<file path="config.mk">
export PLATFORM = sky130hd
export DESIGN_NAME = vga_timing_gen
export DESIGN_NICKNAME = d
export VERILOG_FILES = /design/src/rtl/vga_timing_gen.sv
export SDC_FILE = /design/constraint.sdc
export NUM_CORES = 1
export LEC_CHECK = 0
export BUFFER_PORTS_ARGS = -buffer_cell sky130_fd_sc_hd__clkbuf_2
export CAP_MARGIN = 5
export CORE_ASPECT_RATIO = 0.9
export CORE_MARGIN = 8
export CORE_UTILIZATION = 40
export DETAILED_ROUTE_END_ITERATION = 10
export SYNTH_ARGS = -nofsm -noshare
export SYNTH_HDL_FRONTEND = slang
export SYNTH_SLANG_ARGS = --single-unit
</file>
<file path="constraint.sdc">
create_clock -name i_clk -period 7.5 [get_ports i_clk]
set_clock_uncertainty 0.1 [all_clocks]
set_input_delay 1.875 -clock i_clk [delete_from_list [all_inputs] [get_ports i_clk]]
set_output_delay 1.875 -clock i_clk [all_outputs]
set_load 0.03 [all_outputs]
</file>
<file path="src/rtl/vga_timing_gen.sv">
// Parametrised raster timing generator: divides i_clk down to a pixel strobe and
// produces registered sync, active, x/y, event pulses and a frame counter.
module vga_timing_gen #(
  parameter int H_ACTIVE = 640,
  parameter int H_FP     = 16,
  parameter int H_SYNC   = 96,
  parameter int H_BP     = 48,
  parameter int V_ACTIVE = 480,
  parameter int V_FP     = 10,
  parameter int V_SYNC   = 2,
  parameter int V_BP     = 33,
  parameter int H_POL    = 0,
  parameter int V_POL    = 0,
  parameter int CLK_DIV  = 4,
  parameter int CW       = 10,
  parameter int FW       = 16
) (
  input  logic          i_clk,
  input  logic          i_rst_n,
  output logic          o_pix_stb,
  output logic          o_hsync,
  output logic          o_vsync,
  output logic          o_active,
  output logic [CW-1:0] o_x,
  output logic [CW-1:0] o_y,
  output logic          o_line_start,
  output logic          o_frame_start,
  output logic          o_frame_end,
  output logic [FW-1:0] o_frame_cnt
);

  localparam int DW = (CLK_DIV > 1) ? $clog2(CLK_DIV) : 1;

  localparam logic [DW-1:0] DIV_LAST  = DW'(CLK_DIV - 1);
  localparam logic [CW-1:0] H_LAST    = CW'(H_FP + H_SYNC + H_BP + H_ACTIVE - 1);
  localparam logic [CW-1:0] V_LAST    = CW'(V_FP + V_SYNC + V_BP + V_ACTIVE - 1);
  localparam logic [CW-1:0] H_BLANK   = CW'(H_FP + H_SYNC + H_BP);
  localparam logic [CW-1:0] V_BLANK   = CW'(V_FP + V_SYNC + V_BP);
  localparam logic [CW-1:0] HS_START  = CW'(H_FP);
  localparam logic [CW-1:0] HS_END    = CW'(H_FP + H_SYNC);
  localparam logic [CW-1:0] VS_START  = CW'(V_FP);
  localparam logic [CW-1:0] VS_END    = CW'(V_FP + V_SYNC);
  localparam logic          H_ON      = (H_POL != 0);
  localparam logic          V_ON      = (V_POL != 0);

  logic [DW-1:0] div_q, div_d;
  logic [CW-1:0] h_q, h_d, v_q, v_d;
  logic [FW-1:0] frame_cnt_q, frame_cnt_d;
  logic          pix_stb_q, pix_stb_d;
  logic          hsync_q, hsync_d, vsync_q, vsync_d;
  logic          active_q, active_d;
  logic [CW-1:0] x_q, x_d, y_q, y_d;
  logic          line_start_q, line_start_d;
  logic          frame_start_q, frame_start_d;
  logic          frame_end_q, frame_end_d;
  logic          tick;

  // Outputs are computed from the *next* position so they change on the same
  // edge as the counters and never lag the position they describe.
  always_comb begin
    // NOTE: every always_comb output gets a default first so no path infers a latch.
    tick        = (div_q == DIV_LAST);
    div_d       = tick ? '0 : div_q + DW'(1);
    h_d         = h_q;
    v_d         = v_q;
    frame_cnt_d = frame_cnt_q;

    if (tick) begin
      if (h_q == H_LAST) begin
        h_d = '0;
        if (v_q == V_LAST) begin
          v_d         = '0;
          frame_cnt_d = frame_cnt_q + FW'(1);
        end else begin
          v_d = v_q + CW'(1);
        end
      end else begin
        h_d = h_q + CW'(1);
      end
    end

    pix_stb_d     = tick;
    hsync_d       = (h_d >= HS_START && h_d < HS_END) ? H_ON : ~H_ON;
    vsync_d       = (v_d >= VS_START && v_d < VS_END) ? V_ON : ~V_ON;
    active_d      = (h_d >= H_BLANK) && (v_d >= V_BLANK);
    x_d           = active_d ? h_d - H_BLANK : '0;
    y_d           = active_d ? v_d - V_BLANK : '0;
    line_start_d  = tick && (h_d == '0);
    frame_start_d = line_start_d && (v_d == '0);
    frame_end_d   = tick && (h_d == H_LAST) && (v_d == V_LAST);
  end

  // NOTE: sequential state uses non-blocking assignments so every flop samples pre-edge values.
  always_ff @(posedge i_clk or negedge i_rst_n) begin
    if (!i_rst_n) begin
      div_q         <= '0;
      h_q           <= '0;
      v_q           <= '0;
      frame_cnt_q   <= '0;
      pix_stb_q     <= 1'b0;
      hsync_q       <= ~H_ON;
      vsync_q       <= ~V_ON;
      active_q      <= 1'b0;
      x_q           <= '0;
      y_q           <= '0;
      line_start_q  <= 1'b0;
      frame_start_q <= 1'b0;
      frame_end_q   <= 1'b0;
    end else begin
      div_q         <= div_d;
      h_q           <= h_d;
      v_q           <= v_d;
      frame_cnt_q   <= frame_cnt_d;
      pix_stb_q     <= pix_stb_d;
      hsync_q       <= hsync_d;
      vsync_q       <= vsync_d;
      active_q      <= active_d;
      x_q           <= x_d;
      y_q           <= y_d;
      line_start_q  <= line_start_d;
      frame_start_q <= frame_start_d;
      frame_end_q   <= frame_end_d;
    end
  end

  assign o_pix_stb     = pix_stb_q;
  assign o_hsync       = hsync_q;
  assign o_vsync       = vsync_q;
  assign o_active      = active_q;
  assign o_x           = x_q;
  assign o_y           = y_q;
  assign o_line_start  = line_start_q;
  assign o_frame_start = frame_start_q;
  assign o_frame_end   = frame_end_q;
  assign o_frame_cnt   = frame_cnt_q;

endmodule

</file>
==> flow_summary.yaml <==
critical_path:
  end_kind: "flop"
  critical_path_slowest_stage_cell: "sky130_fd_sc_hd__a32oi_2"
  setup_crit_path_kind: "reg2reg"
  arrival_time_of_data_at_the_critical_path_endpoint_ps: 3940
  cp_max_fo: 20
  critPathLaunchType: "flop"
  slowest_delay_ps: 810
  worstPathCellList: "ha_1 > nand3_1 > nor3_4 > o21ai_1 > a211oi_2 > inv_2 > or4b_4 > a32oi_2 > nor2_1"
  required_ps: 7590
route:
  drtPass1Iterations: 4
  route.antenna.remaining_nets: 0
  vias_per_cell: 5.311
  drt_first_iter_violations: 115
  drt_drc_violations_left: 0
  avgRoutedWirePerCell_um: 16.06
  detailroute.via_count: 2459
  detail_route.wirelength_um: 7438
timing:
  setup-violations-final: 0
  slew-limit-headroom_pct: 33.12
  fmax_mhz: 259.4
  grt_setup_unrepaired: "false"
  report.final.hold_viol_count: 0
  final-max-slew-violation-count: 0
  setup_total_negative_slack_ps: 0
  max_slew.worst_pin.slew_ps: 1003
  timing.hold.ws_ps: 352.2
  timing.final.crit_share_pct: 51.40
  min_period_ps: 3855
die:
  die_width_um: 110.5
  fp.dieH_um: 101.0
  design.core.area_mm2: 0.007913
  ioPinCount: 45
  dieArea_mm2: 0.01116
  placement_rows: 31
  floorplan.initialDensity_pct: 40.61
power_and_ir_drop:
  p_seq_share_pct: 46.0
  irDropWorstVdd_mv: 0.09969
  combinationalPowerShare_pct: 0.9
  power.net_switching_w: 0.0001520
  power_switching_share_pct: 19.99
  power_per_cell_area_mw_per_mm2: 200.7
  design_power_w: 0.0007607
  leakage_nw: 1.906
  internal-power_w: 0.0006087
  power.share.clock_pct: 53.0
synthesis:
  post_synth_inst_count: 309
  yosys.area.top_type_share_pct: 49.07
  avgSynthCellArea_um2: 10.40
  synth_seq_cells: 65
  postSynth.asyncResetShare_pct: 100.0
  yosys_warnings: 0
  synth_area_mm2: 0.003213
  synth_enable_flop_cells: 0
  synthFlopType: "sky130_fd_sc_hd__dfrtp_1"
  leading_post_synthesis_cells_by_instance_count: "sky130_fd_sc_hd__dfrtp_1 (63), sky130_fd_sc_hd__nor2_1 (33), sky130_fd_sc_hd__xnor2_1 (29), sky130_fd_sc_hd__inv_1 (23), sky130_fd_sc_hd__nand2_1 (20)"
  synth_xor_area_share_pct: 8.995
  synth.yosys.seq_area_share_pct: 50.70
  yosys.area_share.adder_pct: 3.894
  most_used_standard_cell_by_instance_count_after_synthesis: "sky130_fd_sc_hd__dfrtp_1"
  synth_top_family_by_area: "simple AND/OR/NAND/NOR gates"
  syn_nets: 321
  synthTopCellsByArea: "sky130_fd_sc_hd__dfrtp_1 (49%), sky130_fd_sc_hd__xnor2_1 (7.9%), sky130_fd_sc_hd__ha_1 (3.9%)"
  synth_compound_gate_area_share_pct: 9.190
  synth.lib_cells_used.distinct: 59
  synth_largest_area_cell: "sky130_fd_sc_hd__dfrtp_1"
  synthMuxAreaShare_pct: 0.9735
  fraction_of_the_mapped_netlist_area_in_simple_logic_gates_pct: 21.85
finish:
  finalNonFillerCells: 463
  drive_above_1_share_pct: 20.60
  fin_area_mm2: 0.003791
  area_growth_syn_to_layout_pct: 17.99
  antenna-diode-count: 0
  final-seq-area_mm2: 0.001629
  area_occupied_by_multi_input_gates_mm2: 0.001443
  n_fill_cell: 779
  finish.net_count: 371
cts:
  cts_hold_fix_bufs: 0
  cts_post_setup_buffers_inserted: 0
  number_of_cells_upsized_or_downsized_after_cts: 0
  cts_root_buffer: "sky130_fd_sc_hd__clkbuf_8"
  tritoncts_clock_tree: "built"
  htree_num_levels: 3
  insertion_delay_ps: 340
  cts_num_sinks: 65
  ctsLongestPathBuffers: 2
  clkTransAtPathRegs_ps: 80
  cts_inserted_buffers: 9
grt:
  grt_pass1_vias: 2538
  antenna_found_initial: 0
  grt_first_pass_wirelength_um: 12670
  grt_max_degree: 66
  globalRoute.totalOverflow: 0
  grt_usage_pct: 13.95
placed_design:
  gpl.final_weighted_congestion: 0.8525
  port_buffers: 44
  dp.final_hpwl_um: 5272
  placed_cells_incl_taps: 447
  dpl-instance-area_mm2: 0.003521
min_path:
  hp-class: "reg2reg"
run_status:
  status: "finished, final reports clean"
run:
  max_cap_violations: 0
## layer usage
layer / up-vias / GRT usage [%] / routed length (um)
met2: 79 / 22.25 / 3284
met3: 8 / 4.821 / 431
met4: 0 / 3.838 / 75
met1: 1177 / 17.51 / 3646
met5: - / 0 / 0
li1: 1195 / - / -
## path summary, 6_finish.rpt
check | startpoint | end | depth (start not counted) | slack, ps
hold / removal | div_q[0]$_DFF_PN0_ | div_q[0]$_DFF_PN0_ | 1 | 350
min in group asynchronous | i_rst_n | div_q[0]$_DFF_PN0_ | 2 | 1600
setup reg to reg | div_q[0]$_DFF_PN0_ | o_x[8]$_DFF_PN0_ | 9 | 3650
max in group asynchronous | i_rst_n | h_q[8]$_DFF_PN0_ | 2 | 5140
setup / recovery | div_q[0]$_DFF_PN0_ | o_x[8]$_DFF_PN0_ | 9 | 3650
hold reg to reg | div_q[0]$_DFF_PN0_ | div_q[0]$_DFF_PN0_ | 1 | 350
## flip-flops by register name (all words and copies together), names as in the netlist
signal	flops
div_q	2
h_q	10
o_active	1
o_frame_cnt	16
o_frame_end	1
o_frame_start	1
o_hsync	1
o_line_start	1
o_pix_stb	1
o_vsync	1
o_x	10
o_y	10
v_q	10
## layout by cell type, fill, tap and decap left out, drive strengths merged, types with 3 or more instances in the layout
cell / n
nor4: 6
nand4: 8
bufinv: 4
o31ai: 3
and3: 10
nand3: 17
inv: 27
xor2: 4
dfrtp: 63
ha: 10
o21ai: 7
nor2b: 3
clkbuf: 52
buf: 3
and2: 4
a31oi: 4
nor2: 33
and4: 4
nor3: 11
nand2: 20
xnor2: 29
a21oi: 4
## critical path, delay by kind of cell, from the launching register on
family / cells / cell delay, ps
adders and majority gates: 1 / 420
and+or+nand+nor: 4 / 1410
buffers and inverters: 1 / 60
AOI/OAI and AO/OA: 3 / 1340
DFF: 1 / 360
## power by group through the flow
stage	clock network (W)	registers (W)	logic (W)
after detailed placement	0	0.000357	0.00000784
after global placement	0	0.000357	0.00000764
after global routing	0.000428	0.000350	0.00000886
after CTS	0.000413	0.000350	0.00000784
after floorplan	0	0.000357	0.000000000700
final	0.000403	0.000350	0.00000705
## final cells by class
cell class | instances | share of cell area, %
Sequential cell | 65 | 42.97
Multi-Input combinational cell | 213 | 38.05
Timing Repair Buffer | 46 | 6.205
Clock inverter | 7 | 3.861
Clock buffer | 9 | 3.267
Tap cell | 99 | 3.267
Inverter | 24 | 2.376
## cells by family after synthesis
family,Yosys count
flip-flops,65
multiplexers,3
AND/OR/NAND/NOR,128
AO/OA/AOI/OAI,39
XOR/XNOR,33
buffers and inverters,31
adder cells (fa/ha/maj),10
## per-stage QoR
| stage | worst slack [ps] | util (%) |
|---|---|---|
| after floorplan | 4703 | - |
| after global placement | 3699 | 44.50 |
| after detailed placement | 3640 | 44.50 |
| after CTS | 3576 | 47.91 |
| after global routing | 3298 | 47.91 |
| final | 3645 | 47.91 |
Note: power is estimated with default switching activity, not from simulation.
